**config.mk**
```make
export PLATFORM = sky130hd
export DESIGN_NAME = packet_tick_gen_flat
export DESIGN_NICKNAME = d
export VERILOG_FILES = /design/src/rtl/packet_tick_gen_pkg.sv /design/src/rtl/packet_tick_gen_if.sv /design/src/rtl/packet_tick_gen_tick_channel.sv /design/src/rtl/packet_tick_gen.sv /design/src/flat_wrapper.sv
export SDC_FILE = /design/constraint.sdc
export NUM_CORES = 1
export LEC_CHECK = 0
export ABC_AREA = 0
export BUFFER_PORTS_ARGS = -buffer_cell sky130_fd_sc_hd__buf_2
export CORE_ASPECT_RATIO = 0.7
export CORE_UTILIZATION = 45
export DETAILED_ROUTE_END_ITERATION = 8
export HOLD_SLACK_MARGIN = 0.03
export PLACE_DENSITY = 0.61
export SLEW_MARGIN = 20
export SYNTH_ARGS = -nofsm -noshare
export SYNTH_HDL_FRONTEND = slang
export SYNTH_SLANG_ARGS = --single-unit
```
**constraint.sdc**
```tcl
create_clock -name CLK -period 7.6 [get_ports CLK]
set_input_delay 0.76 -clock CLK [delete_from_list [all_inputs] [get_ports CLK]]
set_output_delay 0.76 -clock CLK [all_outputs]
set_load 0.005 [all_outputs]
```
**src/rtl/packet_tick_gen_pkg.sv**
```systemverilog
// Shared constants for the packet tick generator: clock rate and the standard
// tick periods derived from it, plus the per-channel mode encoding.
package packet_tick_gen_pkg;

    localparam int unsigned CLK_FREQ_HZ    = 50_000_000;
    localparam int unsigned PERIOD_1HZ     = CLK_FREQ_HZ / 1;
    localparam int unsigned PERIOD_10HZ    = CLK_FREQ_HZ / 10;
    localparam int unsigned PERIOD_100HZ   = CLK_FREQ_HZ / 100;
    localparam int unsigned DEFAULT_PERIOD = PERIOD_10HZ;

    typedef enum logic [0:0] {
        MODE_PERIODIC = 1'b0,
        MODE_ONESHOT  = 1'b1
    } tick_mode_e;

endpackage

```
**src/rtl/packet_tick_gen_if.sv**
```systemverilog
// Control/handshake bundle between the switch logic, the packet senders and
// the tick generator; the generator itself uses the slave view.
interface packet_tick_gen_if #(
    parameter int NUM_CH    = 4,
    parameter int CNT_WIDTH = 32
);
    logic [NUM_CH-1:0]    EN;
    logic [NUM_CH-1:0]    ONESHOT;
    logic [NUM_CH-1:0]    LOAD;
    logic [CNT_WIDTH-1:0] PERIOD_IN;
    logic [NUM_CH-1:0]    SEND_ACK;
    logic                 CLR_OVR;
    logic [NUM_CH-1:0]    SEND_REQ;
    logic [NUM_CH-1:0]    OVERRUN;

    modport master (
        output EN, ONESHOT, LOAD, PERIOD_IN, SEND_ACK, CLR_OVR,
        input  SEND_REQ, OVERRUN
    );

    modport slave (
        input  EN, ONESHOT, LOAD, PERIOD_IN, SEND_ACK, CLR_OVR,
        output SEND_REQ, OVERRUN
    );
endinterface

```
**src/rtl/packet_tick_gen_tick_channel.sv**
```systemverilog
// One tick channel: period register, counter, one-shot arming, request
// handshake toward the packet sender and sticky overrun flag.
module tick_channel
    import packet_tick_gen_pkg::*;
#(
    parameter int          CNT_WIDTH      = 32,
    parameter int unsigned DEFAULT_PERIOD = packet_tick_gen_pkg::DEFAULT_PERIOD
) (
    input  logic                 clk,
    input  logic                 rst,
    input  logic                 en,
    input  logic                 oneshot,
    input  logic                 load,
    input  logic [CNT_WIDTH-1:0] period_in,
    input  logic                 ack,
    input  logic                 clr_ovr,
    output logic                 req,
    output logic                 ovr
);

    logic [CNT_WIDTH-1:0] period, period_nxt;
    logic [CNT_WIDTH-1:0] cnt, cnt_nxt;
    logic                 armed, armed_nxt;
    logic                 en_q;
    logic                 req_nxt, ovr_nxt;
    logic                 en_rise, armed_eff, counting, tick;

    always_comb begin
        // A rising EN re-arms a one-shot channel in time to count on that edge.
        en_rise   = en & ~en_q;
        armed_eff = armed | en_rise;
        counting  = en & ((tick_mode_e'(oneshot) == MODE_PERIODIC) | armed_eff);
        tick      = counting & ~load & (cnt == period - CNT_WIDTH'(1));

        period_nxt = period;
        cnt_nxt    = cnt;
        armed_nxt  = armed;

        if (load) begin
            period_nxt = (period_in == '0) ? CNT_WIDTH'(1) : period_in;
            cnt_nxt    = '0;
            armed_nxt  = 1'b1;
        end else if (!en) begin
            cnt_nxt = '0;
        end else begin
            armed_nxt = armed_eff;
            if (tick) begin
                cnt_nxt = '0;
                if (tick_mode_e'(oneshot) == MODE_ONESHOT) begin
                    armed_nxt = 1'b0;
                end
            end else if (counting) begin
                cnt_nxt = cnt + CNT_WIDTH'(1);
            end
        end

        // A tick always (re)asserts the request; an ACK on the same edge cannot hide it.
        req_nxt = tick | (req & ~ack);
        ovr_nxt = (tick & req & ~ack) | (ovr & ~clr_ovr);
    end

    always_ff @(posedge clk or posedge rst) begin
        if (rst) begin
            period <= CNT_WIDTH'(DEFAULT_PERIOD);
            cnt    <= '0;
            armed  <= 1'b1;
            en_q   <= 1'b0;
            req    <= 1'b0;
            ovr    <= 1'b0;
        end else begin
            period <= period_nxt;
            cnt    <= cnt_nxt;
            armed  <= armed_nxt;
            en_q   <= en;
            req    <= req_nxt;
            ovr    <= ovr_nxt;
        end
    end

endmodule

```
**src/rtl/packet_tick_gen.sv**
```systemverilog
// Multi-channel programmable tick generator: one independent tick_channel per
// packet stream, sharing the period load bus and the overrun clear.
module packet_tick_gen
    import packet_tick_gen_pkg::*;
#(
    parameter int          NUM_CH         = 4,
    parameter int          CNT_WIDTH      = 32,
    parameter int unsigned DEFAULT_PERIOD = packet_tick_gen_pkg::DEFAULT_PERIOD
) (
    input  logic             CLK,
    input  logic             RESET,
    packet_tick_gen_if.slave bus
);

    for (genvar i = 0; i < NUM_CH; i++) begin : g_ch
        tick_channel #(
            .CNT_WIDTH      (CNT_WIDTH),
            .DEFAULT_PERIOD (DEFAULT_PERIOD)
        ) u_ch (
            .clk       (CLK),
            .rst       (RESET),
            .en        (bus.EN[i]),
            .oneshot   (bus.ONESHOT[i]),
            .load      (bus.LOAD[i]),
            .period_in (bus.PERIOD_IN),
            .ack       (bus.SEND_ACK[i]),
            .clr_ovr   (bus.CLR_OVR),
            .req       (bus.SEND_REQ[i]),
            .ovr       (bus.OVERRUN[i])
        );
    end

endmodule

```
**src/flat_wrapper.sv**
```systemverilog
// flat-port wrapper written by rule: the top's interface ports become plain ports
module packet_tick_gen_flat import packet_tick_gen_pkg::*;
#(
    parameter int          NUM_CH         = 4,
    parameter int          CNT_WIDTH      = 32,
    parameter int unsigned DEFAULT_PERIOD = packet_tick_gen_pkg::DEFAULT_PERIOD
)
  (CLK, RESET, bus_EN, bus_ONESHOT, bus_LOAD, bus_PERIOD_IN, bus_SEND_ACK, bus_CLR_OVR, bus_SEND_REQ, bus_OVERRUN);
  packet_tick_gen_if #(.NUM_CH(NUM_CH), .CNT_WIDTH(CNT_WIDTH)) bus_i ();
  input  logic CLK;
  input  logic RESET;
  input wire logic [$bits(bus_i.EN)-1:0] bus_EN;
  input wire logic [$bits(bus_i.ONESHOT)-1:0] bus_ONESHOT;
  input wire logic [$bits(bus_i.LOAD)-1:0] bus_LOAD;
  input wire logic [$bits(bus_i.PERIOD_IN)-1:0] bus_PERIOD_IN;
  input wire logic [$bits(bus_i.SEND_ACK)-1:0] bus_SEND_ACK;
  input wire logic [$bits(bus_i.CLR_OVR)-1:0] bus_CLR_OVR;
  output wire logic [$bits(bus_i.SEND_REQ)-1:0] bus_SEND_REQ;
  output wire logic [$bits(bus_i.OVERRUN)-1:0] bus_OVERRUN;
  assign bus_i.EN = bus_EN;
  assign bus_i.ONESHOT = bus_ONESHOT;
  assign bus_i.LOAD = bus_LOAD;
  assign bus_i.PERIOD_IN = bus_PERIOD_IN;
  assign bus_i.SEND_ACK = bus_SEND_ACK;
  assign bus_i.CLR_OVR = bus_CLR_OVR;
  assign bus_SEND_REQ = bus_i.SEND_REQ;
  assign bus_OVERRUN = bus_i.OVERRUN;
  packet_tick_gen #(.NUM_CH(NUM_CH), .CNT_WIDTH(CNT_WIDTH), .DEFAULT_PERIOD(DEFAULT_PERIOD)) u_core (.CLK(CLK), .RESET(RESET), .bus(bus_i));
endmodule
```
==> impl_metrics.ini <==
[logic_synthesis]
yosysTopAreaCell = dfrtp_1
yosysWarnings = 0
syn_nets = 2007
ys_seq_elements = 272
synth_area_leaders = dfrtp_1, mux2_2, dfstp_2, xnor2_1, nand2_1
syn_avg_cell_area_um2 = 9.06
synthFlopType = dfrtp_1
netlist_area_mm2 = 0.0176
yosys.area.top_type_share = 0.335
synthDistinctLibCells = 81
synth_cells = 1948
synth-seq-area-share = 0.388
synth_edf_count = 0
synth-async-reset-ratio = 1.00

[detailed_routing]
initialDrtViolationCount = 1272
wirelength_um = 47800
vias = 15000
drc = 0
firstDrtPassIters = 7
antenna_left = 0
viasPerCell = 6.08
wl_per_cell_um = 19.4

[run]
cap_violations = 0

[sta]
fin_tns_setup_ns = 0
slew_headroom = 0.347
setup_viol = 0
maxSlewViolCount = 0
tightest_slew_ns = 0.971
hold_viol_final = 0
clock.fmax_ghz = 0.231
min_period_ns = 4.32
fin_worst_skew_ns = 0.0145
min_period_over_period = 0.569
rsz0062_at_grt = no

[finish]
layout_common_cells = dfrtp_1, nand2_1, mux2_2, nor2_1, o21ai_0
regArea_mm2 = 0.00685
final_common_cell = dfrtp_1
postLayoutCoreUtil = 0.499
num-nets-final = 1981
diodes = 0
multiInputGateArea_mm2 = 0.0101
drive_gt1_frac = 0.166
syn_to_final_growth_pct = 8.84
fill_cells = 3541

[clocking]
clock_path_buffers = 3
htree_levels = 1
cts_setup_buffers = 0
clock_sinks = 272
cts_tree = yes
hold_buffers = 0
path_clk_slew_ns = 0.07
numCtsBuffers = 28
clockRootBuffer = clkbuf_16
post_cts_resized = 0
clock_latency_ns = 0.57

[die]
fp.dieH_um = 168
initial_utilization = 0.458
core_mm2 = 0.0385
io_pins = 59
die_w_um = 239
num_rows = 60
die_area_mm2 = 0.0400

[grt]
grtUsageTotal = 0.242
antenna_found_initial = 1
grt_pass1_wl_um = 77900
grt_start_max_net_pins = 76
grt_pass1_vias = 13900
gr-total-overflow = 0

[setup_path]
path_class = register to register
required_ns = 7.99
crit_path_end_kind = register
arrival_ns = 4.71
cp_max_fo = 29
r2r_setup_slack_ns = 3.28
startpoint_type = register

[power]
leakagePower_nw = 7.68
p_per_area_mw_per_mm2 = 190
vdd_ir_drop_max_uv = 162

[hold_path]
hp-class = input port to register

[placed_design]
hpwlAfterDp_um = 33900
port_buffers = 58
globalplace.congestion = 0.900

[status]
outcome = complete, no violations
[area by class of cell]
type,instances,area share
Multi-Input combinational cell,1494,0.524
Clock inverter,18,0.0130
Clock buffer,34,0.0409
Inverter,54,0.0108
Tap cell,527,0.0343
Sequential cell,272,0.357
Timing Repair Buffer,72,0.0206
[kinds of logic (layout without fill, tap and decap cells)]
kind of cell	after synthesis	in the layout	synth area share
adder cells (fa/ha/maj)	8	8	0.00567
XOR/XNOR	171	171	0.0849
AO/OA/AOI/OAI	373	373	0.144
flip-flops	272	272	0.388
AND/OR/NAND/NOR	815	815	0.254
buffers and inverters	182	178	0.0433
multiplexers	127	127	0.0801
[power by group]
part | internal [mW] | switching [mW] | leakage (nW)
sequential | 1.53 | 0.129 | 3.45
clock | 0.938 | 0.616 | 0.512
combinational | 0.189 | 0.242 | 3.73
[flip-flops by register name, summed over array words and instances (netlist names)]
register / count
u_core.g_ch.u_ch.req: 4
u_core.g_ch.u_ch.en_q: 4
u_core.g_ch.u_ch.armed: 4
u_core.g_ch.u_ch.period: 128
u_core.g_ch.u_ch.cnt: 128
u_core.g_ch.u_ch.ovr: 4
[cell usage after synthesis, drive strengths merged, types with 36 or more instances]
master	instances
a21o	50
clkbuf	92
o21ai	105
nor4	68
dfstp	36
inv	54
nor2	107
nand4	56
xnor2	97
mux2	114
a21oi	45
nand3	88
nor3	73
nand2	176
xor2	74
dfrtp	236
buf	36
[routing by layer]
layer  part of all wire  global-route usage  wire [µm]  vias to the layer above
met5                  0                   0          0                        -
met2               0.41               0.332      19400                      432
met4              0.019              0.0491        930                        0
met1               0.52               0.394      24700                     7416
met3              0.059              0.0326       2800                       52
li1                   -                   -          -                     7125
[through the flow]
step | total power, mW | std cells | instance area (µm²) | setup slack [ns] | hold WS (ns)
floorplan | 1.97 | 1948 | 17600 | 3.27 | 0.456
global placement | 2.10 | 2419 | 18200 | 3.19 | 0.469
detailed placement | 2.11 | 2419 | 18200 | 3.08 | 0.472
CTS | 3.68 | 2471 | 19200 | 3.07 | 0.303
global route | 3.81 | 2471 | 19200 | 2.81 | 0.308
finish | 3.64 | 2471 | 19200 | 3.28 | 0.331
[critical path, stage by stage, from the launching register on]
cell and delay (ns):
dfrtp_1 0.44, inv_1 0.10, ha_1 0.21, nor4b_1 0.42, nand2_1 0.25, or4_1 0.47
xnor2_1 0.14, nor4_1 0.27, nand4_1 0.12, or4_1 0.48, buf_4 0.25, nand2_1 0.73
o311ai_0 0.25
[path summary, 6_finish.rpt]
| kind | from | to | cells after the start |
|---|---|---|---|
| setup / recovery | u_core.g_ch[3].u_ch.period[0] | u_core.g_ch[3].u_ch.cnt[19] | 12 |
| hold / removal | bus_EN[2] | u_core.g_ch[2].u_ch.en_q | 1 |
| setup reg to reg | u_core.g_ch[3].u_ch.period[0] | u_core.g_ch[3].u_ch.cnt[19] | 12 |
| hold reg to reg | u_core.g_ch[0].u_ch.ovr | u_core.g_ch[0].u_ch.ovr | 1 |
| max in group asynchronous | RESET | u_core.g_ch[0].u_ch.period[31] | 4 |
| min in group asynchronous | RESET | u_core.g_ch[3].u_ch.period[7] | 3 |
No activity file was read; power rests on OpenSTA's default activity.
